## src/rtl/mul_pkg.sv

```systemverilog
// rtl/mul_pkg.sv - shared multiplier constants and op encodings
package mul_pkg;

    localparam int XLEN = 64;
    localparam int COLS = 132;

    typedef enum logic [2:0] {
        MUL_OP_MUL    = 3'd0,
        MUL_OP_MULH   = 3'd1,
        MUL_OP_MULHSU = 3'd2,
        MUL_OP_MULHU  = 3'd3,
        MUL_OP_MULW   = 3'd4
    } mul_op_e;

endpackage

```

## src/rtl/mul_add64.sv

```systemverilog
// rtl/mul_add64.sv - carry-propagate adder with carry-in and carry-out
module mul_add64 #(
    parameter int W = 64
) (
    input  logic [W-1:0] i_a,
    input  logic [W-1:0] i_b,
    input  logic         i_ci,
    output logic [W-1:0] o_sum,
    output logic         o_co
);

    assign {o_co, o_sum} = {1'b0, i_a} + {1'b0, i_b} + {{W{1'b0}}, i_ci};

endmodule

```

## src/rtl/mul_result_stage.sv

```systemverilog
// rtl/mul_result_stage.sv - resolves Wallace S/C vectors in two pipelined halves
module mul_result_stage #(
    parameter int XLEN = mul_pkg::XLEN,
    parameter int COLS = mul_pkg::COLS
) (
    input  logic            clock,
    input  logic            reset,
    input  logic            io_in_valid,
    output logic            io_in_ready,
    input  logic [COLS-1:0] io_in_s,
    input  logic [COLS-1:0] io_in_c,
    input  logic [2:0]      io_in_op,
    input  logic [4:0]      io_in_rd,
    input  logic            io_flush,
    output logic            io_out_valid,
    input  logic            io_out_ready,
    output logic [XLEN-1:0] io_out_result,
    output logic [4:0]      io_out_rd
);
    import mul_pkg::*;

    logic            r_s1_valid;
    logic [XLEN-1:0] r_lo;
    logic            r_lo_carry;
    logic [XLEN-1:0] r_s_hi;
    logic [XLEN-1:0] r_c_hi;
    logic [2:0]      r_op;
    logic [4:0]      r_s1_rd;

    logic            r_s2_valid;
    logic [XLEN-1:0] r_result;
    logic [4:0]      r_rd;

    logic            w_s2_adv;
    logic            w_s1_adv;
    logic            w_in_fire;
    logic [XLEN-1:0] w_lo_sum;
    logic            w_lo_co;
    logic [XLEN-1:0] w_hi_sum;
    logic            w_hi_co;
    logic [XLEN-1:0] w_result;
    logic            w_unused;

    assign w_s2_adv    = !r_s2_valid || io_out_ready;
    assign w_s1_adv    = r_s1_valid && w_s2_adv;
    assign io_in_ready = (!r_s1_valid || w_s2_adv) && !io_flush;
    assign w_in_fire   = io_in_valid && io_in_ready;

    // Column i of C carries weight 2^(i+1), hence the one-bit offset on both halves.
    mul_add64 #(.W(XLEN)) u_add_lo (
        .i_a   (io_in_s[XLEN-1:0]),
        .i_b   ({io_in_c[XLEN-2:0], 1'b0}),
        .i_ci  (1'b0),
        .o_sum (w_lo_sum),
        .o_co  (w_lo_co)
    );

    mul_add64 #(.W(XLEN)) u_add_hi (
        .i_a   (r_s_hi),
        .i_b   (r_c_hi),
        .i_ci  (r_lo_carry),
        .o_sum (w_hi_sum),
        .o_co  (w_hi_co)
    );

    // Product is modulo 2^128: upper columns and the final carry are dropped.
    assign w_unused = ^{io_in_s[COLS-1:2*XLEN], io_in_c[COLS-1:2*XLEN-1], w_hi_co};

    always_comb begin
        w_result = '0;
        case (r_op)
            MUL_OP_MUL:    w_result = r_lo;
            MUL_OP_MULH,
            MUL_OP_MULHSU,
            MUL_OP_MULHU:  w_result = w_hi_sum;
            MUL_OP_MULW:   w_result = {{(XLEN-32){r_lo[31]}}, r_lo[31:0]};
            default:       w_result = '0;
        endcase
    end

    always_ff @(posedge clock or posedge reset) begin
        if (reset) begin
            r_s1_valid <= 1'b0;
            r_lo       <= '0;
            r_lo_carry <= 1'b0;
            r_s_hi     <= '0;
            r_c_hi     <= '0;
            r_op       <= '0;
            r_s1_rd    <= '0;
        end else if (io_flush) begin
            r_s1_valid <= 1'b0;
        end else if (w_in_fire) begin
            r_s1_valid <= 1'b1;
            r_lo       <= w_lo_sum;
            r_lo_carry <= w_lo_co;
            r_s_hi     <= io_in_s[2*XLEN-1:XLEN];
            r_c_hi     <= io_in_c[2*XLEN-2:XLEN-1];
            r_op       <= io_in_op;
            r_s1_rd    <= io_in_rd;
        end else if (w_s1_adv) begin
            r_s1_valid <= 1'b0;
        end
    end

    always_ff @(posedge clock or posedge reset) begin
        if (reset) begin
            r_s2_valid <= 1'b0;
            r_result   <= '0;
            r_rd       <= '0;
        end else if (io_flush) begin
            r_s2_valid <= 1'b0;
        end else if (w_s1_adv) begin
            r_s2_valid <= 1'b1;
            r_result   <= w_result;
            r_rd       <= r_s1_rd;
        end else if (io_out_ready) begin
            r_s2_valid <= 1'b0;
        end
    end

    assign io_out_valid  = r_s2_valid;
    assign io_out_result = r_result;
    assign io_out_rd     = r_rd;

endmodule

```

## config.mk

```make
export PLATFORM = sky130hd
export DESIGN_NAME = mul_result_stage
export DESIGN_NICKNAME = d
export VERILOG_FILES = /design/src/rtl/mul_pkg.sv /design/src/rtl/mul_add64.sv /design/src/rtl/mul_result_stage.sv
export SDC_FILE = /design/constraint.sdc
export NUM_CORES = 1
export LEC_CHECK = 0
export BUFFER_PORTS_ARGS = -buffer_cell sky130_fd_sc_hd__buf_2
export CAP_MARGIN = 20
export CORE_ASPECT_RATIO = 0.75
export CORE_MARGIN = 1.5
export CORE_UTILIZATION = 50
export CTS_CLUSTER_SIZE = 30
export DETAILED_ROUTE_END_ITERATION = 8
export HOLD_SLACK_MARGIN = 0.12
export PLACE_DENSITY_LB_ADDON = 0.3
export SLEW_MARGIN = 20
export SYNTH_ARGS = -nofsm -noshare
export SYNTH_HDL_FRONTEND = slang
export SYNTH_SLANG_ARGS = --single-unit
```

## constraint.sdc

```tcl
create_clock -name clock -period 18.1 [get_ports clock]
set_clock_uncertainty 0.2 [all_clocks]
set_input_delay 1.81 -clock clock [delete_from_list [all_inputs] [get_ports clock]]
set_output_delay 1.81 -clock clock [all_outputs]
set_load 0.1 [all_outputs]
```

After elaboration in Yosys (flattened, before gate mapping)
Index checks and enable logic that the tools add are counted.
Widths: inputs -> output; s select.

cells by class
  $add $sub $neg = 3
  equal/unequal tests = 4
  muxes and demuxes = 7
  bitwise operators = 1
  reductions and logical operators = 14

operators by type and width
  cell                count
  $pmux 64 s3         1
  $add 64x64->65      1
  $add 64x1->64       1
  $add 64x64->64      1
  $eq 3x2->1 const B  2
  $mux 1              6
  $reduce_bool 3->1   2
  $reduce_and 2->1    2
  $eq 3x1->1 const B  1
  $eq 3x3->1 const B  1
  $logic_and 1x1->1   3
  $logic_not 1->1     3
  $logic_not 3->1     1
  $reduce_or 3->1     1
  $logic_or 1x1->1    2
  $not 1->1           1

word-level totals
  register bits = 272
  bits of input ports = 277
  output and inout port bits = 71
  logic and storage cells = 39

Depth between registers and ports, before layout
Gate-level depths: netlist of run 1.

  depth in word-level cells = 7
  depth in mapped cells = 13
  mapped depth without buffers = 13

Hierarchy
From an unflattened synthesis of run 1, not the netlist that was laid out.

second synthesis, totals
  cell total of the unflattened synthesis = 1956
  area total of the unflattened synthesis = 19621.3 um^2

by module, submodules not included
  module                 instances  cells each  area an instance (um^2)  sequential area each (um^2)
  mul_result_stage       1          851         12032.8                  6806.5
  mul_add64 at u_add_lo  1          565         3802.4                   0.0
  mul_add64 at u_add_hi  1          540         3786.1                   0.0

Worst setup path before layout of run 1
No wires, ideal clock.

  kind = input to output
  start point = in io_out_ready
  end point = out io_in_ready
  arrival = 3.424 ns
  required time = 16.090 ns
  path slack = 12.666 ns
  stages = 2
  path buffers = 0
  cell sequence = nor2b_1 > a21oi_1

between the ends
  word-level cells in the longest chain between the ends = 3

RTL lines
  element             line                    text
  start: declaration  mul_result_stage.sv:16  input logic io_out_ready,
  $logic_or 1x1->1    mul_result_stage.sv:44  assign w_s2_adv = !r_s2_valid || io_out_ready;
  $logic_or 1x1->1    mul_result_stage.sv:46  assign io_in_ready = (!r_s1_valid || w_s2_adv) && !io_flush;
  $logic_and 1x1->1   mul_result_stage.sv:46
  end: declaration    mul_result_stage.sv:9   output logic io_in_ready,

Every way passes these cells.

Final worst setup path of run 1
Ends and elaborated chain as after synthesis.

==> key figures, run 1 <==
Setup path
  • CP startpoint kind: primary input
  • Critical Path RT: 16090 ps
  • CP Class: in2out
  • Worst EP arrival: 2800 ps
  • Crit Path Max Fanout: 5
  • WP buf/inv: 2
  • Critical path's most frequent cell: buf_2
  • Largest stage delay on the critical path: 500 ps
  • CP Capture Type: primary output
  • Worst-path cell chain: buf_2 > nor2b_1 > a21oi_1 > buf_2
  • CP max-delay cell: buf_2
  • Crit path max-delay family: buffers and inverters

Clock network
  • TritonCTS Buffers: 29
  • Clk sinks: 272
  • Clock Tree Buf Depth: 3
  • Clock Pin Slew Worst Setup and Hold Paths: 60 ps
  • TritonCTS clock tree: built
  • Post-CTS resize count: 0
  • Post-CTS Hold Buffers: 0
  • Total number of H-tree levels: 1
  • Worst skew pair latency: 570 ps
  • Post-CTS Setup Inserts: 0
  • Root Buffer: clkbuf_16

Global route
  • GR Overflow Total: 0
  • M2 GR Usage: 42.5%
  • Antenna violations before repair: 2
  • Met3 usage: 4.69%
  • Largest net degree at the start of global routing: 185
  • GRT Resource Usage Total: 29.8%
  • GR met1 Demand/Resource: 46.8%
  • Number of global-route vias before repair: 16300
  • Global-route wire length before repair: 89200 um
  • Gr busiest metal: met1

Placement
  • Placed instance area: 0.0200 mm^2
  • Dpl hpwl: 43000 um
  • Buffers on Ports: 338
  • Routability Congestion: 0.944

Power and ir drop
  • Clock power frac: 23.0%
  • P_int: 0.00136 W
  • Pwr/cell area: 121 mW/mm^2
  • Sw Share: 46.3%
  • Seq pwr share: 32.3%
  • Sw Pwr: 0.00117 W
  • Overall power: 0.00254 W
  • Static leakage: 10.5 nW
  • Worst VDD drop: 0.0736 mV
  • Comb power frac: 44.7%

Floorplan
  • Placement row count: 60
  • Core area: 0.0357 mm^2
  • Die footprint: 0.0372 mm^2
  • Die width: 222 um
  • Initial Util: 50.6%
  • IO Count: 348
  • Chip height: 167 um

Synthesis
  • Synth Warn #: 0
  • Avg Inst Size Synth: 8.05 um^2
  • Ys flop type: dfrtp_1
  • Number of flops mapped to enable cells by yosys: 0
  • Sequential element share of the synthesized area: 37.8%
  • Asr flop ratio synth: 100%
  • Synthesis-stage register bit count: 272
  • Syn Nets: 2645
  • Post-Synthesis Cells: 2240
  • Synth cell types: 89
  • Post-Synthesis Cell Area: 0.0180 mm^2

STA
  • Final period util: 26.6%
  • Hold Slack: 272 ps
  • Relative slew slack: 34.4%
  • Setup TNS: 0 ps
  • Fin crit period: 4810 ps
  • Final Slew Violations: 0
  • Final hold vios: 0
  • RSZ-0062 raised after global routing: no
  • Worst slew pin tran: 984 ps
  • Final setup violation count: 0
  • Max Fclk: 0.208 GHz

Routing
  • Iteration count of the initial detailed-routing pass: 5
  • Drt wl/cell: 18.8 um
  • DR iter-0 viols: 1621
  • Vias: 17400
  • Final ANT Viol Nets: 0
  • Final WL: 56300 um
  • DRC Markers: 0
  • Number of vias per cell: 5.82

Hold path
  • HP Class: reg2reg

Final layout
  • Share of cells above drive strength 1: 17.0%
  • Core Util, Final: 58.7%
  • # fillers: 3320
  • Area Overhead vs Synth: 16.0%
  • Total Nets Final: 2906
  • Design Area, Final: 0.0209 mm^2

Run
  • Max-cap check violation count: 0

Run status
  • Status: complete, no violations
-- logic make-up after synthesis --
group | count (synthesis) | synth area share [%]
buffers and inverters | 158 | 3.35
multiplexers | 9 | 0.507
XOR/XNOR | 103 | 5.00
adder cells (fa/ha/maj) | 128 | 9.01
AO/OA/AOI/OAI | 620 | 21.9
flip-flops | 272 | 37.8
AND/OR/NAND/NOR | 950 | 22.5
-- synthesized netlist by cell type, types with 3 or more instances --
cell type    n  area (um^2)
a211oi_1    17          128
a21boi_1     6         45.0
a21o_1      61          458
a21oi_1    202         1010
a21oi_2      3         26.3
a221oi_1    26          228
a311oi_1     4         35.0
a31oi_1     27          169
a41oi_1      4         35.0
and2_1      11         68.8
and3_1      18          113
and4_1       3         26.3
buf_1        6         22.5
buf_2        9         45.0
clkbuf_1   103          387
dfrtp_1    272         6810
fa_1         3         60.1
ha_1       125         1560
inv_1       39          146
mux2i_1      8         80.1
nand2_1    603         2260
nand2b_1    10         62.6
nand3_1     34          170
nand4_1     32          200
nor2_1     143          537
nor2b_1     10         62.6
nor3_1      41          205
nor4_1      10         62.6
o211ai_1     7         52.6
o21a_1      17          128
o21ai_0     93          465
o21ai_1     65          325
o21bai_1    22          165
o221ai_1     6         52.6
o311a_1      4         40.0
o311ai_1     3         26.3
o31a_1       3         26.3
o31ai_1      8         60.1
o41ai_1      4         35.0
or2_2        5         31.3
or3_1        9         56.3
or4_1        5         37.5
xnor2_1     59          517
xor2_1      44          385
-- placed cells by master, fill, tap and decap left out, types with 18 or more instances in the layout --
cell type  netlist  final
a21o_1          61     61
a21oi_1        202    202
a221oi_1        26     26
a31oi_1         27     27
and3_1          18     18
buf_2            9    338
clkbuf_16        0     29
dfrtp_1        272    272
ha_1           125    125
inv_1           39     38
nand2_1        603    602
nand3_1         34     34
nand4_1         32     32
nor2_1         143    141
nor3_1          41     41
o21ai_0         93     93
o21ai_1         65     65
o21bai_1        22     22
xnor2_1         59     59
xor2_1          44     44
-- power by group through the flow --
stage	Clock, W	Sequential, W	Combinational, W
3_3_place_gp	0	0.000821	0.00110
4_1_cts	0.000594	0.000816	0.00112
6_report	0.000584	0.000819	0.00113
2_1_floorplan	0	0.00115	0.000501
5_1_grt	0.000617	0.000829	0.00121
3_5_place_dp	0	0.000824	0.00112
-- tightest hold or removal path: stages (launching register included) --
cell and delay, ps:
dfrtp_1 340, nand2_1 50, nand2_1 50
-- sequential cells by signal, summed over array words and instances, names as in the netlist, 3 cells and up --
register	count
io_out_rd	5
io_out_result	64
r_c_hi	64
r_lo	64
r_op	3
r_s1_rd	5
r_s_hi	64
-- cell type report --
cell class | instances | area, um^2 | share of cell area (%)
multi-input cells | 1810 | 10600 | 50.9
inverters | 40 | 158 | 0.754
clock buffers | 44 | 842 | 4.03
repair buffers | 348 | 1800 | 8.60
well taps | 465 | 582 | 2.78
clock inverters | 9 | 82.6 | 0.395
flip-flops and latches | 272 | 6810 | 32.5
diodes | 2 | 5.00 | 0.0239
-- path summary, 6_finish.rpt --
path / startpoint / endpoint / slack (ps) / cells past startpoint
worst min-delay path: io_out_rd[1] / io_out_rd[1] / 270 / 2
worst min register to register: io_out_rd[1] / io_out_rd[1] / 270 / 2
worst max register to register: r_lo_carry / io_out_result[60] / 13770 / 12
min in group asynchronous: reset / r_c_hi[17] / 1120 / 2
worst max-delay path: io_out_ready / io_in_ready / 13290 / 4
max in group asynchronous: reset / io_out_rd[2] / 15060 / 4
-- per-layer routing --
| layer | part of all wire, % | vias up |
|---|---|---|
| met2 | 41 | 708 |
| met5 | 0 | - |
| met4 | 2.2 | 0 |
| li1 | - | 8389 |
| met3 | 7.6 | 77 |
| met1 | 49 | 8235 |
-- metrics by stage --
stage	cells	worst slack [ps]
6_report	2990	13290
5_1_grt	2990	13200
4_1_cts	2987	13300
3_5_place_dp	2934	13080
3_3_place_gp	2934	13070
2_1_floorplan	2240	8590
(Power assumes the default switching activity.)
==> run 2: changes to the inputs <==
clock period = 4 ns   (was 18.1 ns; I/O delays follow)
==> run 2 against run 1 <==
  * Non-clock buffer count increased by 161
  * First-iteration DRC count increased by 19%
  * Design area increased by 8.3%
  * Worst setup slack got worse by 13000 ps
  * Clock power increased to 5.0 times the previous value
  * Via count increased by 5.3%
  * Critical endpoint is now io_out_result[58]
==> key figures, run 2 (synthesized netlist as in run 1, its figures left out) <==
Routing
  • Number of vias per cell: 5.82 (about the same)
  • Iteration count of the initial detailed-routing pass: 5 (unchanged)
  • Final WL: 60800 um (was 56300 um)
  • Drt wl/cell: 19.3 um (was 18.8 um)
  • Final ANT Viol Nets: 0 (unchanged)
  • Vias: 18300 (was 17400)
  • DR iter-0 viols: 1925 (was 1621)
  • DRC Markers: 0 (unchanged)

Setup path
  • CP Class: reg2reg (was in2out)
  • CP Capture Type: register (was primary output)
  • CP startpoint kind: register (was primary input)
  • Critical Path RT: 4230 ps (was 16090 ps)
  • Crit Path Max Fanout: 3 (was 5)
  • Worst EP arrival: 3990 ps (was 2800 ps)

Final layout
  • Commonest non-fill, non-tap cell in the layout: nand2_1 (unchanged)
  • Share of cells above drive strength 1: 16.6% (was 17.0%)
  • Post-Layout Cell Count: 3149 (was 2990)
  • Area Overhead vs Synth: 25.7% (was 16.0%)
  • Total Nets Final: 3067 (was 2906)
  • Most frequent cells in the layout: nand2_1 (602), buf_2 (338), dfrtp_1 (272) (unchanged)

Clock network
  • Worst skew pair latency: 580 ps (was 570 ps)
  • Clock Tree Buf Depth: 3 (unchanged)
  • Post-CTS Setup Inserts: 0 (unchanged)
  • TritonCTS clock tree: built (unchanged)
  • TritonCTS Buffers: 29 (unchanged)
  • Root Buffer: clkbuf_16 (unchanged)
  • Total number of H-tree levels: 1 (unchanged)
  • Clock Pin Slew Worst Setup and Hold Paths: 60 ps (about the same)
  • Clk sinks: 272 (unchanged)

STA
  • Final hold vios: 0 (unchanged)
  • Max Fclk: 0.266 GHz
  • Relative slew slack: 41.1% (was 34.4%)
  • RSZ-0062 raised after global routing: no (unchanged)
  • Final period util: 94.0%
  • Final setup violation count: 0 (unchanged)
  • Final Slew Violations: 0 (unchanged)
  • Fin crit period: 3760 ps
  • Setup TNS: 0 ps (unchanged)
  • Final worst setup slack: 238 ps (was 13290 ps)
  • Hold Slack: 141 ps (was 272 ps)
  • Worst slew pin tran: 883 ps (was 984 ps)

Power and ir drop
  • Clock power frac: 24.4% (was 23.0%)
  • Comb power frac: 44.4% (was 44.7%)
  • Sw Share: 45.4% (was 46.3%)
  • Worst VDD drop: 0.352 mV (was 0.0736 mV)
  • Sw Pwr: 0.00543 W (was 0.00117 W)
  • Seq pwr share: 31.2% (was 32.3%)
  • Static leakage: 11.2 nW (was 10.5 nW)
  • P_int: 0.00652 W (was 0.00136 W)
  • Pwr/cell area: 527 mW/mm^2 (was 121 mW/mm^2)

Global route
  • Largest net degree at the start of global routing: 149 (was 185)
  • GRT Resource Usage Total: 32.0% (was 29.8%)
  • GR Overflow Total: 0 (unchanged)
  • Global-route wire length before repair: 95500 um (was 89200 um)
  • Number of global-route vias before repair: 17400 (was 16300)
  • Antenna violations before repair: 2 (unchanged)

Floorplan
  • Core area: 0.0357 mm^2 (unchanged)
  • Chip height: 167 um (unchanged)
  • Initial Util: 50.6% (unchanged)
  • IO Count: 348 (unchanged)
  • Die footprint: 0.0372 mm^2 (unchanged)
  • Placement row count: 60 (unchanged)
  • Die width: 222 um (unchanged)

Placement
  • Dpl cells: 2943 (was 2934)
  • Buffers on Ports: 338 (unchanged)
  • Dpl hpwl: 44000 um (was 43000 um)
  • Pre-CTS WS: 63.0 ps (was 13080 ps)
  • Routability Congestion: 0.953 (was 0.944)

Run
  • Max-cap check violation count: 0 (unchanged)

Hold path
  • HP Class: in2reg (was reg2reg)

Run status
  • Status: complete, no violations (unchanged)
run 2: critical path, stage by stage (launching register included):
cell	delay (ps)
dfrtp_1	420
fa_1	500
fa_2	400
a211oi_2	260
o21ai_1	180
a211oi_2	330
nor2_1	150
o31ai_2	360
a31oi_2	210
buf_4	200
a21boi_1	160
xor2_1	180
o21ai_1	70
run 2: worst paths after layout:
kind	startpoint	end	slack, ps	depth (start not counted)
setup / recovery	r_lo_carry	io_out_result[58]	240	12
hold / removal	io_in_s[63]	r_lo_carry	140	6
setup reg to reg	r_lo_carry	io_out_result[58]	240	12
hold reg to reg	r_s1_rd[4]	io_out_rd[4]	270	2
max in group asynchronous	reset	r_c_hi[60]	2180	4
min in group asynchronous	reset	r_s_hi[18]	210	3
run 2: layout make-up:
| class | instances | area (um^2) |
|---|---|---|
| clock buffer | 40 | 817 |
| antenna | 1 | 2.50 |
| timing repair buffer | 509 | 3420 |
| clock inverter | 12 | 208 |
| fill | 3018 | 13000 |
| multi-input combinational | 1810 | 10700 |
| inverter | 40 | 154 |
| sequential | 272 | 6810 |
| tap | 465 | 582 |
run 2: what timing repair did:
action                                  4_1_cts  5_1_grt
resized for setup                             0        6
endpoints found under the setup margin        0        5
hold buffers                                153        0
endpoints found under the hold margin       164        0
run 2: metal layers:
metal  GRT usage, %  vias up  wire (um)
li1               -     8705          -
met1           48.4     8639      28500
met2           46.7      847      25400
met3           4.72      139       4870
met4           10.4        0       2080
met5              0        -          0
run 2: power by group through the flow:
stage | clock (W) | sequential [W] | combinational, W
after floorplan | 0 | 0.00521 | 0.00227
after global placement | 0 | 0.00374 | 0.00501
final | 0.00291 | 0.00373 | 0.00531
after CTS | 0.00295 | 0.00371 | 0.00521
after global routing | 0.00306 | 0.00377 | 0.00567
after detailed placement | 0 | 0.00375 | 0.00506
run 2: stage by stage:
stage | util (%) | area (um^2) | total power (W)
after detailed placement | 56.3 | 20100 | 0.00881
after global placement | 56.3 | 20100 | 0.00875
after global routing | 63.6 | 22700 | 0.0125
after CTS | 63.5 | 22600 | 0.0119
after floorplan | - | 18000 | 0.00747
final | 63.6 | 22700 | 0.0119
==> run 3: changes to the inputs <==
REMOVE_ABC_BUFFERS = 1   (was default)
==> run 3 against run 2 <==
  * Sequential cell count unchanged
  * Via count down 0.37%
  * Sequential power down 2%
  * Highest routed layer unchanged
==> key figures, run 3 (synthesized netlist as in run 1, its figures left out) <==
Floorplan
  • Initial Util: 50.6% (unchanged)
  • Die footprint: 0.0372 mm^2 (unchanged)
  • Core area: 0.0357 mm^2 (unchanged)
  • Chip height: 167 um (unchanged)
  • IO Count: 348 (unchanged)
  • Placement row count: 60 (unchanged)
  • Die width: 222 um (unchanged)

Routing
  • Final ANT Viol Nets: 0 (unchanged)
  • Metal3 WL: 4190 um (was 4870 um)
  • Drt wl/cell: 19.1 um (was 19.3 um)
  • Final WL: 60300 um (was 60800 um)
  • Iteration count of the initial detailed-routing pass: 5 (unchanged)
  • Vias: 18300 (about the same)
  • WL met1: 28900 um (was 28500 um)
  • Detailed route wirelength on metal2: 25600 um (was 25400 um)
  • Max Used Layer: met4 (unchanged)
  • DRC Markers: 0 (unchanged)
  • DR iter-0 viols: 1777 (was 1925)
  • Number of vias per cell: 5.80 (was 5.82)

Clock network
  • TritonCTS clock tree: built (unchanged)
  • Worst skew pair latency: 560 ps (was 580 ps)
  • Clk sinks: 272 (unchanged)
  • Total number of H-tree levels: 1 (unchanged)
  • Clock Tree Buf Depth: 3 (unchanged)
  • Root Buffer: clkbuf_16 (unchanged)
  • Clock Pin Slew Worst Setup and Hold Paths: 60 ps (about the same)
  • TritonCTS Buffers: 29 (unchanged)
  • Post-CTS Setup Inserts: 0 (unchanged)

Global route
  • Global-route wire length before repair: 95200 um (was 95500 um)
  • GRT Resource Usage Total: 31.9% (was 32.0%)
  • GR Overflow Total: 0 (unchanged)
  • Largest net degree at the start of global routing: 96 (was 149)
  • Number of global-route vias before repair: 17500 (was 17400)
  • Antenna violations before repair: 1 (was 2)

Setup path
  • Worst-path cell chain: fa_1 > fa_2 > a211oi_4 > o21ai_2 > a211oi_2 > nor2_1 > nor3_1 > o21ai_1 > a31oi_1 > xnor2_1 > nand2_1 > a31oi_1 (was fa_1 > fa_2 > a211oi_2 > o21ai_1 > a211oi_2 > nor2_1 > o31ai_2 > a31oi_2 > buf_4 > a21boi_1 > xor2_1 > o21ai_1)
  • Crit path max-delay family: compound AO/OA/AOI/OAI gates (unchanged)
  • Critical Path RT: 4280 ps (was 4230 ps)
  • Worst r2r dst: io_out_result[46] (was io_out_result[58])
  • CP Class: reg2reg (unchanged)
  • Critical path's most frequent cell: a31oi_1
  • CP max-delay cell: fa_1 (unchanged)
  • WP buf/inv: 0 (was 1)
  • Reg-to-reg startpoint: r_lo_carry (unchanged)
  • CP Capture Type: register (unchanged)
  • R2r worst-path depth: 12 (unchanged)
  • Largest stage delay on the critical path: 490 ps (was 500 ps)
  • Worst EP arrival: 4040 ps (was 3990 ps)
  • CP startpoint kind: register (unchanged)
  • Crit Path Max Fanout: 4 (was 3)
  • Register-to-register setup slack: 240 ps (about the same)

STA
  • Hold Slack: 124 ps (was 141 ps)
  • Fin crit period: 3760 ps (about the same)
  • Relative slew slack: 42.2% (was 41.1%)
  • Max Fclk: 0.266 GHz (about the same)
  • Final setup violation count: 0 (unchanged)
  • Worst slew pin tran: 866 ps (was 883 ps)
  • Final period util: 94.0% (about the same)
  • Final Slew Violations: 0 (unchanged)
  • RSZ-0062 raised after global routing: no (unchanged)
  • Final hold vios: 0 (unchanged)

Hold path
  • HP Class: in2reg (unchanged)
  • Hold depth: 4 (was 6)
  • HP Start: io_in_c[3] (was io_in_s[63])
  • Hold EP: r_lo[4] (was r_lo_carry)

Power and ir drop
  • Worst VDD drop: 0.329 mV (was 0.352 mV)
  • Static leakage: 11.2 nW (about the same)
  • Overall power: 0.0119 W (about the same)
  • Pwr/cell area: 524 mW/mm^2 (was 527 mW/mm^2)

Final layout
  • # fillers: 3104 (was 3018)
  • Post-Layout Cell Count: 3151 (was 3149)
  • Area Overhead vs Synth: 25.6% (was 25.7%)
  • Commonest non-fill, non-tap cell in the layout: nand2_1 (unchanged)
  • Total Nets Final: 3069 (was 3067)
  • Share of cells above drive strength 1: 16.9% (was 16.6%)
  • Most frequent cells in the layout: nand2_1 (602), buf_2 (338), dfrtp_1 (272) (unchanged)

Placement
  • Dpl hpwl: 44000 um (about the same)
  • Buffers on Ports: 338 (unchanged)
  • Routability Congestion: 0.930 (was 0.953)
  • Dpl cells: 2950 (was 2943)

Run status
  • Status: complete, no violations (unchanged)

Run
  • Max-cap check violation count: 0 (unchanged)
## run 3: cell types whose count changed in the layout (fill, tap and decap cells not counted), sizes merged
| cell | previous run | this run |
|---|---|---|
| buf | 356 | 363 |
| dlygate4sd3 | 153 | 148 |
| clkinvlp | 1 | 4 |
| bufinv | 5 | 4 |
| clkinv | 6 | 5 |
| inv | 40 | 39 |
## run 3: layout make-up
| type | instances | area (um^2) | area share (%) |
|---|---|---|---|
| inverters | 40 | 158 | 0.696 |
| clock buffers | 40 | 837 | 3.70 |
| multi-input cells | 1810 | 10700 | 47.1 |
| well taps | 465 | 582 | 2.57 |
| flip-flops and latches | 272 | 6810 | 30.0 |
| clock inverters | 12 | 170 | 0.751 |
| repair buffers | 511 | 3420 | 15.1 |
| diodes | 1 | 2.50 | 0.0110 |
## run 3: worst reg2reg max path, cell delays in order (launching register included)
cell and delay, ps:
dfrtp_1 450, fa_1 490, fa_2 410, a211oi_4 280
o21ai_2 180, a211oi_2 370, nor2_1 140, nor3_1 330
o21ai_1 180, a31oi_1 250, xnor2_1 150, nand2_1 90
a31oi_1 190
## run 3: power by group
part           total (W)  internal, W  switching, W
logic            0.00533      0.00148       0.00385
registers        0.00367      0.00329      0.000380
clock network    0.00287      0.00171       0.00115
## run 3: worst max path at each step
stage	startpoint	end	slack (ps)	cells past startpoint
CTS	r_lo_carry	io_out_result[62]	40	12
detailed placement	r_lo_carry	io_out_result[62]	-70	12
global route	r_lo_carry	io_out_result[46]	70	12
floorplan	io_out_valid	r_lo[57]	-4650	5
finish	r_lo_carry	io_out_result[46]	240	12
global placement	r_lo_carry	io_out_result[62]	20	12
## run 3: what timing repair did
action                                  in CTS  in global routing
hold endpoints to repair                   234                  0
gates resized for setup                      1                  5
endpoints found under the setup margin       3                  6
hold buffers                               148                  0
pin swaps                                    0                  2
## run 3: layer usage
metal  GRT usage (%)  vias up
met5               0        -
met4            8.76        0
met3            4.21      108
met2            47.4      741
met1            48.4     8703
li1                -     8711
## run 3: stage by stage
step / utilization [%] / instance area, um^2 / setup TNS [ps] / setup slack [ps]
floorplan: - / 17600 / -1928620 / -4650
global placement: 56.5 / 20100 / 0 / 19.4
detailed placement: 56.5 / 20100 / -166 / -69.6
CTS: 63.5 / 22600 / 0 / 35.7
global route: 63.5 / 22700 / 0 / 66.8
finish: 63.5 / 22700 / 0 / 238
